<file path="src/rtl/hazard_pkg.sv">
// Shared types and constants for the hazard/forwarding controller.
// track_entry_t describes one in-flight instruction as seen by the
// forwarding logic; writes_reg() is the single definition of a
// "forwardable writer of this source" match.
package hazard_pkg;

  // Widest register address the tracking entries can hold. Narrower
  // AW values are zero-extended into this field.
  localparam int unsigned TRACK_AW    = 8;
  localparam int unsigned FWD_RF      = 0;
  localparam int unsigned STALL_CNT_W = 16;

  typedef struct packed {
    logic                valid;
    logic [TRACK_AW-1:0] rd;
    logic                regwrite;
    logic                memtoreg;
  } track_entry_t;

  // Register 0 is hardwired, so a write to it is never a producer.
  function automatic logic writes_reg(track_entry_t e, logic [TRACK_AW-1:0] src);
    return e.valid && e.regwrite && (e.rd != '0) && (e.rd == src);
  endfunction

endpackage

</file>
<file path="src/rtl/fwd_match_prio.sv">
// Nearest-writer priority search for one source operand.
//   src     : source register address (zero-extended to TRACK_AW)
//   ent     : tracking entries, index 0 is the youngest
//   hit     : some entry writes src
//   idx     : index of the youngest matching entry (valid when hit)
//   is_load : that entry is a load
module fwd_match_prio
  import hazard_pkg::*;
#(
  parameter int unsigned DEPTH = 2,
  parameter int unsigned SEL_W = $clog2(DEPTH + 1)
) (
  input  logic [TRACK_AW-1:0] src,
  input  track_entry_t        ent [DEPTH],
  output logic                hit,
  output logic [SEL_W-1:0]    idx,
  output logic                is_load
);

  always_comb begin
    hit     = 1'b0;
    idx     = '0;
    is_load = 1'b0;
    for (int unsigned j = 0; j < DEPTH; j++) begin
      if (!hit && writes_reg(ent[j], src)) begin
        hit     = 1'b1;
        idx     = SEL_W'(j);
        is_load = ent[j].memtoreg;
      end
    end
  end

endmodule

</file>
<file path="src/rtl/hazard_forward_unit.sv">
// Hazard and forwarding controller for the in-order pipeline.
// Tracks in-flight destinations from execute (stage 0) onward, detects
// load-use hazards combinationally and registers per-operand forwarding
// selects as an instruction enters execute.
//   clk, reset  : rising-edge clock, asynchronous active-high reset
//   id_*        : decode-stage instruction (valid, sources, rd, regwrite, load)
//   ext_hold    : freeze all state (memory wait)
//   flush       : kill decode and execute instructions
//   fwd_sel     : per-operand select for the execute instruction, 0 = regfile,
//                 k = stage-k result
//   stall       : hold PC and IF/ID, bubble into execute
//   stall_cnt   : saturating count of load-use stall cycles
module hazard_forward_unit
  import hazard_pkg::*;
#(
  parameter int unsigned NUM_SRC    = 2,
  parameter int unsigned DEPTH      = 2,
  parameter int unsigned LOAD_STAGE = 2,
  parameter int unsigned AW         = 5,
  parameter int unsigned SEL_W      = $clog2(DEPTH + 1)
) (
  input  logic                     clk,
  input  logic                     reset,
  input  logic                     id_valid,
  input  logic [NUM_SRC*AW-1:0]    id_rs,
  input  logic [AW-1:0]            id_rd,
  input  logic                     id_regwrite,
  input  logic                     id_memtoreg,
  input  logic                     ext_hold,
  input  logic                     flush,
  output logic [NUM_SRC*SEL_W-1:0] fwd_sel,
  output logic                     stall,
  output logic [STALL_CNT_W-1:0]   stall_cnt
);

  // Stage DEPTH (the writeback stage) is never a forwarding or hazard
  // candidate, so only stages 0..DEPTH-1 are stored; an instruction
  // leaving stage DEPTH-1 simply drops out.
  track_entry_t entries_q [DEPTH];
  track_entry_t entries_d [DEPTH];
  // Stages that will become post-shift stages 1..DEPTH (index k-1);
  // a flushed execute instruction moves on invalidated.
  track_entry_t shift_view [DEPTH];
  track_entry_t id_entry;

  logic [NUM_SRC*SEL_W-1:0] fwd_sel_q, fwd_sel_d, sel_new;
  logic [STALL_CNT_W-1:0]   stall_cnt_q, stall_cnt_d;

  logic [NUM_SRC-1:0] st_hit, st_load;
  logic [SEL_W-1:0]   st_idx [NUM_SRC];
  logic [NUM_SRC-1:0] fw_hit, fw_load_unused;
  logic [SEL_W-1:0]   fw_idx [NUM_SRC];
  logic               enter;

  always_comb begin
    for (int unsigned k = 0; k < DEPTH; k++) begin
      shift_view[k] = entries_q[k];
    end
    if (flush) begin
      shift_view[0].valid = 1'b0;
    end
  end

  for (genvar i = 0; i < NUM_SRC; i++) begin : g_src
    logic [TRACK_AW-1:0] rs_ext;
    assign rs_ext = TRACK_AW'(id_rs[i*AW +: AW]);

    fwd_match_prio #(.DEPTH(DEPTH), .SEL_W(SEL_W)) u_stall_match (
      .src     (rs_ext),
      .ent     (entries_q),
      .hit     (st_hit[i]),
      .idx     (st_idx[i]),
      .is_load (st_load[i])
    );

    fwd_match_prio #(.DEPTH(DEPTH), .SEL_W(SEL_W)) u_fwd_match (
      .src     (rs_ext),
      .ent     (shift_view),
      .hit     (fw_hit[i]),
      .idx     (fw_idx[i]),
      .is_load (fw_load_unused[i])
    );
  end

  // A load at stage j has data on a result bus only once j+1 reaches
  // LOAD_STAGE; a nearer non-load writer shadows any older load.
  always_comb begin
    logic hazard;
    hazard = 1'b0;
    for (int unsigned i = 0; i < NUM_SRC; i++) begin
      if (st_hit[i] && st_load[i] && ((32'(st_idx[i]) + 32'd1) < LOAD_STAGE)) begin
        hazard = 1'b1;
      end
    end
    stall = hazard && id_valid && !flush;
  end

  // Pre-shift stage j becomes post-shift stage j+1.
  always_comb begin
    sel_new = '0;
    for (int unsigned i = 0; i < NUM_SRC; i++) begin
      if (fw_hit[i]) begin
        sel_new[i*SEL_W +: SEL_W] = fw_idx[i] + SEL_W'(1);
      end
    end
  end

  always_comb begin
    id_entry          = '0;
    id_entry.valid    = 1'b1;
    id_entry.rd       = TRACK_AW'(id_rd);
    id_entry.regwrite = id_regwrite;
    id_entry.memtoreg = id_memtoreg;
  end

  assign enter = id_valid && !stall && !flush;

  always_comb begin
    entries_d   = entries_q;
    fwd_sel_d   = fwd_sel_q;
    stall_cnt_d = stall_cnt_q;
    if (!ext_hold) begin
      for (int unsigned k = 1; k < DEPTH; k++) begin
        entries_d[k] = shift_view[k-1];
      end
      entries_d[0] = enter ? id_entry : '0;
      fwd_sel_d    = enter ? sel_new : '0;
      if (stall && (stall_cnt_q != '1)) begin
        stall_cnt_d = stall_cnt_q + STALL_CNT_W'(1);
      end
    end
  end

  always_ff @(posedge clk or posedge reset) begin
    if (reset) begin
      for (int unsigned k = 0; k < DEPTH; k++) begin
        entries_q[k] <= '0;
      end
      fwd_sel_q   <= '0;
      stall_cnt_q <= '0;
    end else begin
      entries_q   <= entries_d;
      fwd_sel_q   <= fwd_sel_d;
      stall_cnt_q <= stall_cnt_d;
    end
  end

  assign fwd_sel   = fwd_sel_q;
  assign stall_cnt = stall_cnt_q;

endmodule

</file>
<file path="config.mk">
export PLATFORM = sky130hd
export DESIGN_NAME = hazard_forward_unit
export DESIGN_NICKNAME = d
export VERILOG_FILES = /design/src/rtl/hazard_pkg.sv /design/src/rtl/fwd_match_prio.sv /design/src/rtl/hazard_forward_unit.sv
export SDC_FILE = /design/constraint.sdc
export NUM_CORES = 1
export LEC_CHECK = 0
export ABC_CLOCK_PERIOD_IN_PS = 3130
export BUFFER_PORTS_ARGS = -buffer_cell sky130_fd_sc_hd__clkbuf_2
export CORE_MARGIN = 10
export CORE_UTILIZATION = 50
export CTS_BUF_LIST = sky130_fd_sc_hd__clkbuf_4 sky130_fd_sc_hd__clkbuf_8
export DETAILED_ROUTE_END_ITERATION = 10
export PLACE_DENSITY = 0.84
export SETUP_SLACK_MARGIN = 0.4
export SLEW_MARGIN = 20
export SYNTH_ARGS = -nofsm -noshare
export SYNTH_HDL_FRONTEND = slang
export SYNTH_HIERARCHICAL = 1
export SYNTH_SLANG_ARGS = --single-unit
</file>
<file path="constraint.sdc">
create_clock -name clk -period 3.13 [get_ports clk]
set_clock_uncertainty 0.15 [all_clocks]
set_input_delay 0.313 -clock clk [delete_from_list [all_inputs] [get_ports clk]]
set_output_delay 0.313 -clock clk [all_outputs]
set_load 0.02 [all_outputs]
</file>
==> results of run 1 <==
==> layout by cell type (no fill, tap or decap), types with 9 or more instances in the layout <==
cell and n:
clkbuf_2 41, buf_4 9, xor2_1 60, xnor2_1 17
nand4_1 11, nor4_2 12, and3_1 10, dfrtp_1 30
nand3_1 11, conb_1 76, nor4_1 11, nand2_1 22
==> cell type report <==
cell class / instances / share of cell area [%]
multi-input combinational: 293 / 58.38
sequential: 36 / 26.16
timing repair buffer: 53 / 9.297
tap: 70 / 2.523
clock buffer: 5 / 1.982
clock inverter: 3 / 1.333
inverter: 3 / 0.3243
==> per-layer routing <==
| metal | vias to the layer above | wire length [µm] | global-route usage (%) |
|---|---|---|---|
| li1 | 1134 | - | - |
| met1 | 1123 | 2774 | 18.17 |
| met2 | 50 | 3990 | 30.12 |
| met3 | 18 | 285 | 5.408 |
| met4 | 0 | 195 | 8.226 |
| met5 | - | 0 | 0 |
==> metrics by stage <==
stage,hold WS [ns],util (%)
global route,0.07728,67.98
finish,0.08035,67.98
CTS,0.07720,65.46
detailed placement,0.2820,61.78
floorplan,0.2916,-
global placement,0.2710,61.78
==> power by group through the flow <==
stage               Sequential, mW  Combinational, mW  Clock, mW
floorplan                    0.511              0.133          0
global placement             0.520              0.167          0
detailed placement           0.522              0.173          0
CTS                          0.512              0.180      0.436
global route                 0.516              0.228      0.463
finish                       0.513              0.208      0.428
==> repair_timing <==
item	in CTS	in global routing
hold buffers	1	0
pin swaps	2	7
resized for setup	6	19
buffers inserted	5	4
endpoints found under the setup margin	17	29
hold endpoints to repair	36	0
==> worst reg2reg max path: stages (launching register included) <==
cell and delay [ns]:
dfrtp_2 0.51, nor4_2 0.36, a211oi_2 0.13, nand3_2 0.12, mux2i_1 0.23, and4bb_1 0.27, o21ai_1 0.15, a41oi_4 0.25
buf_12 0.16, nand4_1 0.16, xnor2_2 0.19
==> path summary, 6_finish.rpt <==
path | end | slack [ns] | depth (start not counted)
min | entries_q[16]$_DFFE_PP0N_ | 0.08 | 2
min reg2reg | fwd_sel[3]$_DFFE_PP0N_ | 0.34 | 2
max in group asynchronous | entries_q[17]$_DFFE_PP0N_ | 1.98 | 4
max reg2reg | stall_cnt[14]$_DFFE_PP0P_ | 0.34 | 10
min in group asynchronous | stall_cnt[5]$_DFFE_PP0P_ | 0.50 | 4
max | stall | 0.31 | 8
==> registers in the layout (all words and copies together), names as in the netlist <==
| register | count |
|---|---|
| entries_q | 16 |
| stall_cnt | 16 |
| fwd_sel | 4 |
==> metrics.txt, run 1 <==
DRC viols=0; Crit. Startpoint=entries_q[16]$_DFFE_PP0N_; setup tns final=0 ns; H-tree Lvls=2; startpoint types=flip-flop; min-delay src=id_rd[3]; Net Sw Frac=29.67%; Core Region=0.005107 mm²; pre-CTS setup slack=0.1941 ns; clock tree buffer depth=2; Sw Pwr=0.3408 mW; die height=92.70 µm; Total Wirelength=7247 µm; routability cong.=0.8167; Vias/cell=5.022; routed vias=2325; first-pass GRT wire length=11820 µm; Multi-input gate area=0.002027 mm²; die width=92.70 µm; clock share of power=37.2%; CP Max Fanout=10; period utilisation layout=90.24%; fillers=398; # diodes=0; Total GRT Usage=17.12%; register area=908.4 µm²; syn_area_per_cell=9.787 µm²; Clock Sinks=36; Design Area, Final=0.003472 mm²; CP Buf/Inv Count=1; Initial Utilization=51.74%; Max-Cap Viols=0; CP peak stage delay=0.51 ns; Synth Cell Area=0.002643 mm²; area delta synth->final=31.39%; global route overflow=0; CTS tree=built; sequential share of power=44.7%; worst hold-check path type=in -> reg; arrival time at the worst endpoint=2.36 ns; root buffer cell=clkbuf_8; Gate power share=18.1%; Post-Syn Instances=270; I/O Buffers=42; Fmax achieved=354.0 MHz; CTS buffer count=5; initial antenna violation count=0; Crit. End Element=primary output; yosys warns=6; largest net degree at the start of global routing=37; Max Slew Vio Count=0; status=finished clean; Setup CP Type=reg -> out; Reg clk slew, reported paths=0.08 ns; Tot Pwr=1.149 mW; clk_lat worst skew=0.30 ns; Rows=26; layout cells sized above 1=25.70%; slowest cell on the critical path=dfrtp_2; Final Hold Violating Endpoints=0; io pins=43; nets=415; worst-margin pin slew=0.5033 ns; Final setup viols=0; die area=0.008593 mm²; post-DP HPWL=4979 µm; CP cell instances=nor4_2 -> a211oi_2 -> nand3_2 -> mux2i_1 -> and4bb_1 -> nor2_2 -> nor3b_2 -> buf_4; LEAKAGE=1.846 nW; DP Area=0.003156 mm²; r2r startpoint=entries_q[16]$_DFFE_PP0N_; minimum clock period=2.825 ns; fin cells=463; Wirelength per Cell=15.65 µm; unrepaired setup endpoints after global routing=yes; relative slew slack=66.45%; Worst EP required=2.67 ns; Post-Place Cells=445; Worst Slack Setup Final=0.3055 ns; Largest delay share family, worst path=simple AND/OR/NAND/NOR gates; power density over the cells=330.8 mW/mm²; vias in the first global route=2393; DRT antenna net count=0; VDD IR max=0.1727 mV; Initial DRT Pass Iterations=4; cell-internal power=0.8079 mW; initial drt markers=118
(Power assumes the default switching activity.)
==> run 2, diff against run 1 <==
--- a/config.mk
+++ b/config.mk
@@ -11,7 +11,7 @@
 export CORE_UTILIZATION = 50
 export CTS_BUF_LIST = sky130_fd_sc_hd__clkbuf_4 sky130_fd_sc_hd__clkbuf_8
 export DETAILED_ROUTE_END_ITERATION = 10
-export PLACE_DENSITY = 0.84
+export PLACE_DENSITY = 0.81
 export SETUP_SLACK_MARGIN = 0.4
 export SLEW_MARGIN = 20
 export SYNTH_ARGS = -nofsm -noshare
==> run 2 against run 1 <==
  * Clock-buffer cell count grew 1
  * Largest power group unchanged
  * Combinational power decreased by 12%
  * Register-to-register slack improved by 0.08 ns
  * Fmax is 2.7% higher
  * Final area fell by 3.6%
  * Critical path depth did not move
  * Global-route usage decreased by 2.6 points
  * Via count is 5.5% lower
  * Sequential power about the same
  * Cell count decreased by 1.1%
  * Worst setup slack gained 0.075 ns
==> metrics.txt, run 2 (synthesis results as in run 1) <==
Total GRT Usage=14.51% (-2.6 points); power density over the cells=332.2 mW/mm² (+0.40%); Clock Sinks=36 (unchanged); commonest non-fill, non-tap cells in the layout=conb_1, xor2_1, clkbuf_2; startpoint types=flip-flop; Final Hold Violating Endpoints=0 (unchanged); Vias/cell=4.799 (-4.4%); Initial DRT Pass Iterations=4 (unchanged); Worst EP required=2.67 ns (about the same); post-DP HPWL=4523 µm (-9.2%); Worst Slack Setup Final=0.3801 ns (+0.07466 ns); clk_lat worst skew=0.29 ns (about the same); Max-Cap Viols=0 (unchanged); routed vias=2198 (-5.5%); die height=92.70 µm (unchanged); routability cong.=0.8149 (-0.22%); Core Region=0.005107 mm² (unchanged); DRC viols=0 (unchanged); unrepaired setup endpoints after global routing=yes; pre-CTS setup slack=0.3057 ns (+0.1116 ns); vias in the first global route=2231 (-6.8%); arrival time at the worst endpoint=2.29 ns (-0.07 ns); CTS buffer count=5 (unchanged); Post-Place Cells=445 (unchanged); Design Area, Final=0.003348 mm² (-3.6%); Wirelength per Cell=13.26 µm (-15%); Fmax achieved=363.7 MHz (+2.7%); Initial Utilization=51.74% (unchanged); layout cells sized above 1=22.16% (-3.5 points); nets=410 (-1.2%); CP Max Fanout=5 (-5); Fin Hold WS=0.08665 ns (+0.006303 ns); CTS tree=built; I/O Buffers=42 (unchanged); Total Wirelength=6071 µm (-16%); Reg clk slew, reported paths=0.07 ns (about the same); CP peak stage delay=0.47 ns (-0.04 ns); area delta synth->final=26.70%; clock tree buffer depth=2 (unchanged); Max Slew Vio Count=0 (unchanged); initial antenna violation count=0 (unchanged); first-pass GRT wire length=10330 µm (-13%); Largest delay share family, worst path=simple AND/OR/NAND/NOR gates; final core utilization=65.56% (-2.4 points); CP Buf/Inv Count=1 (unchanged); Final setup viols=0 (unchanged); largest net degree at the start of global routing=37 (unchanged); Rows=26 (unchanged); minimum clock period=2.750 ns (-0.07466 ns); initial drt markers=132 (+12%); H-tree Lvls=2 (unchanged); DRT antenna net count=0 (unchanged); root buffer cell=clkbuf_8; die width=92.70 µm (unchanged); LEAKAGE=1.795 nW (-2.8%); Tot Pwr=1.112 mW (-3.2%); io pins=43 (unchanged); r2r setup slk=0.42 ns (+0.08 ns); setup tns final=0 ns (unchanged); # diodes=0 (unchanged); DP Area=0.003156 mm² (unchanged); die area=0.008593 mm² (unchanged); VDD IR max=0.2317 mV (+34%); fin cells=458 (-1.1%); period utilisation layout=87.85% (-2.4 points); status=finished clean; commonest non-fill, non-tap cell in the layout=conb_1; global route overflow=0 (unchanged); Crit. End Element=primary output; CP cell instances=xor2_1 -> nor4_2 -> nand3_1 -> nor2b_1 -> and4bb_1 -> nor2_1 -> nor3b_2 -> buf_4; worst hold-check path type=in -> reg; Setup CP Type=reg -> out; slowest cell on the critical path=dfrtp_2
[run 2: cell count changes in the layout (fill, tap and decap cells not counted), sizes merged]
cell / change
inv: -1
buf: -5
clkinvlp: -1
clkinv: +1
clkbuf: +1
[run 2: layout make-up]
cell class / count / area (µm²)
Clock inverter: 2 / 35.03
Multi-Input combinational cell: 293 / 1957
Fill cell: 434 / 1759
Timing Repair Buffer: 48 / 272.8
Tap cell: 70 / 87.58
Clock buffer: 6 / 76.32
Inverter: 3 / 11.26
Sequential cell: 36 / 908.4
[run 2: where the power goes]
part | internal [mW] | switching (mW)
clock | 0.245 | 0.170
combinational | 0.0811 | 0.102
sequential | 0.479 | 0.0339
total | 0.805 | 0.307
[run 2: what timing repair did]
| item | 4_1_cts | 5_1_grt |
|---|---|---|
| buffers inserted | 3 | 1 |
| cloned | 0 | 0 |
| endpoints found under the setup margin | 14 | 25 |
| pin swaps | 0 | 2 |
| hold endpoints to repair | 36 | 0 |
| resized for setup | 6 | 7 |
| hold buffers | 1 | 0 |
[run 2: worst paths after layout]
kind | from | end | cells after the start
setup / recovery | entries_q[14]$_DFFE_PP0N_ | stall | 8
hold / removal | id_rd[1] | entries_q[14]$_DFFE_PP0N_ | 2
setup reg to reg | entries_q[14]$_DFFE_PP0N_ | stall_cnt[1]$_DFFE_PP0P_ | 9
hold reg to reg | stall_cnt[6]$_DFFE_PP0P_ | stall_cnt[6]$_DFFE_PP0P_ | 1
max in group asynchronous | reset | entries_q[17]$_DFFE_PP0N_ | 4
min in group asynchronous | reset | entries_q[0]$_DFFE_PP0N_ | 4
[run 2: per-layer routing]
metal	global-route usage (%)	vias up	wire, µm
li1	-	1118	-
met1	18.15	1024	2731
met2	24.18	47	2990
met3	3.713	9	278
met4	3.985	0	71
met5	0	-	0
==> run 3, diff against run 2 <==
--- a/config.mk
+++ b/config.mk
@@ -7,6 +7,7 @@
 export LEC_CHECK = 0
 export ABC_CLOCK_PERIOD_IN_PS = 3130
 export BUFFER_PORTS_ARGS = -buffer_cell sky130_fd_sc_hd__clkbuf_2
+export CORE_ASPECT_RATIO = 0.5
 export CORE_MARGIN = 10
 export CORE_UTILIZATION = 50
 export CTS_BUF_LIST = sky130_fd_sc_hd__clkbuf_4 sky130_fd_sc_hd__clkbuf_8
==> run 3 against run 2 <==
  * First-iteration DRC count up 47%
  * Worst hold slack improved by 0.00063 ns
  * Register-to-register slack worse by 0.16 ns
  * Via count rose by 10%
  * Largest cell class unchanged
  * Largest power group unchanged
==> metrics.txt, run 3 (synthesis results as in run 1) <==
Total GRT Usage=15.59% (+1.1 points); startpoint types=flip-flop; Core Region=0.005022 mm² (-1.7%); clock tree buffer depth=2 (unchanged); VDD IR max=0.1861 mV (-20%); Total Wirelength=7488 µm (+23%); routability cong.=0.8279 (+1.6%); commonest non-fill, non-tap cell in the layout=conb_1; Wirelength per Cell=16.03 µm (+21%); r2r setup slk=0.26 ns (-0.16 ns); Final Hold Violating Endpoints=0 (unchanged); status=finished clean; power density over the cells=296.8 mW/mm² (-11%); CTS buffer count=5 (unchanged); Setup CP Type=reg -> reg; unrepaired setup endpoints after global routing=yes; pre-CTS setup slack=0.1678 ns (-0.1379 ns); Worst EP required=3.16 ns (+0.49 ns); Final setup viols=0 (unchanged); io pins=43 (unchanged); vias in the first global route=2328 (+4.3%); global route overflow=0 (unchanged); minimum clock period=2.869 ns (+0.1192 ns); initial antenna violation count=0 (unchanged); Crit. End Element=flip-flop; Fmax achieved=348.5 MHz (-4.2%); Max-Cap Viols=0 (unchanged); CTS tree=built; Worst Slack Setup Final=0.2609 ns (-0.1192 ns); DRC viols=0 (unchanged); first-pass GRT wire length=11100 µm (+7.5%); Rows=18 (-31%); area delta synth->final=38.12%; largest net degree at the start of global routing=37 (unchanged); Initial DRT Pass Iterations=4 (unchanged); post-DP HPWL=5061 µm (+12%); arrival time at the worst endpoint=2.90 ns (+0.61 ns); clk_lat worst skew=0.30 ns (about the same); DP Area=0.003156 mm² (unchanged); Vias/cell=5.191 (+8.2%); layout cells sized above 1=29.72% (+7.6 points); die height=71.41 µm (-23%); I/O Buffers=42 (unchanged); Tot Pwr=1.083 mW (-2.6%); # diodes=0 (unchanged); die area=0.008769 mm² (+2.0%); initial drt markers=194 (+47%); routed vias=2424 (+10%); root buffer cell=clkbuf_8; Design Area, Final=0.003650 mm² (+9.0%); die width=122.8 µm (+32%); H-tree Lvls=2 (unchanged); nets=419 (+2.2%); worst hold-check path type=in -> reg; LEAKAGE=1.917 nW (+6.8%); setup tns final=0 ns (unchanged); CP Max Fanout=10 (+5); Reg clk slew, reported paths=0.07 ns (about the same); Initial Utilization=52.62% (+0.88 points); Max Slew Vio Count=0 (unchanged); commonest non-fill, non-tap cells in the layout=conb_1, xor2_1, clkbuf_2; period utilisation layout=91.66% (+3.8 points); DRT antenna net count=0 (unchanged); Clock Sinks=36 (unchanged)
-- run 3: cell count changes in the layout (fill, tap and decap cells not counted), sizes merged --
cell | before | now
buf | 6 | 14
clkinvlp | 0 | 1
clkbuf | 47 | 49
bufinv | 1 | 0
clkinv | 1 | 0
-- run 3: where the power goes --
group	total, mW	internal [mW]	switching (mW)	leakage (nW)
clock network	0.359	0.188	0.171	0.0479
registers	0.515	0.479	0.0356	0.486
logic	0.209	0.0884	0.121	1.38
total	1.08	0.755	0.328	1.92
-- run 3: layout make-up --
type                       count  area (µm²)
multi-input combinational    293        2172
fill                         331        1373
sequential                    36       908.4
timing repair buffer          57       372.9
clock buffer                   7       90.09
tap                           70       87.58
inverter                       3       11.26
clock inverter                 1       7.507
-- run 3: critical path, cell delays in order, from the launching register on --
cell and delay [ns]:
dfrtp_2 0.52, xor2_1 0.22, a211oi_1 0.24, nand3_2 0.14, nor2b_1 0.17, and4bb_1 0.31
buf_4 0.15, o21ai_4 0.07, a41oi_4 0.28, clkbuf_16 0.22, nand4_1 0.12, xnor2_1 0.16
-- run 3: repair_timing --
item,CTS,global route
setup buffers,6,6
endpoints found under the setup margin,20,28
gates resized for setup,6,46
endpoints found under the hold margin,36,0
gates cloned,0,1
hold buffers,1,0
pin swaps,3,22
-- run 3: metal layers --
layer | vias up | GRT usage [%] | part of all wire, %
li1 | 1136 | - | -
met1 | 1147 | 17.39 | 38
met2 | 107 | 27.76 | 50
met3 | 34 | 4.144 | 8.8
met4 | 0 | 6.364 | 3.8
met5 | - | 0 | 0
-- run 3: path summary, 6_finish.rpt --
kind / start / to / cells after the start
max: entries_q[15]$_DFFE_PP0N_ / stall_cnt[6]$_DFFE_PP0P_ / 11
min: id_regwrite / entries_q[12]$_DFFE_PP0N_ / 2
max reg2reg: entries_q[15]$_DFFE_PP0N_ / stall_cnt[6]$_DFFE_PP0P_ / 11
min reg2reg: fwd_sel[3]$_DFFE_PP0N_ / fwd_sel[3]$_DFFE_PP0N_ / 2
max in group asynchronous: reset / entries_q[13]$_DFFE_PP0N_ / 4
min in group asynchronous: reset / stall_cnt[14]$_DFFE_PP0P_ / 4
-- run 3: through the flow --
stage	instances	hold WS (ns)	util, %
6_report	467	0.08728	72.67
5_1_grt	467	0.08251	72.67
4_1_cts	460	0.08398	66.47
3_5_place_dp	445	0.2706	62.83
3_3_place_gp	445	0.2627	62.83
2_1_floorplan	341	0.2916	-
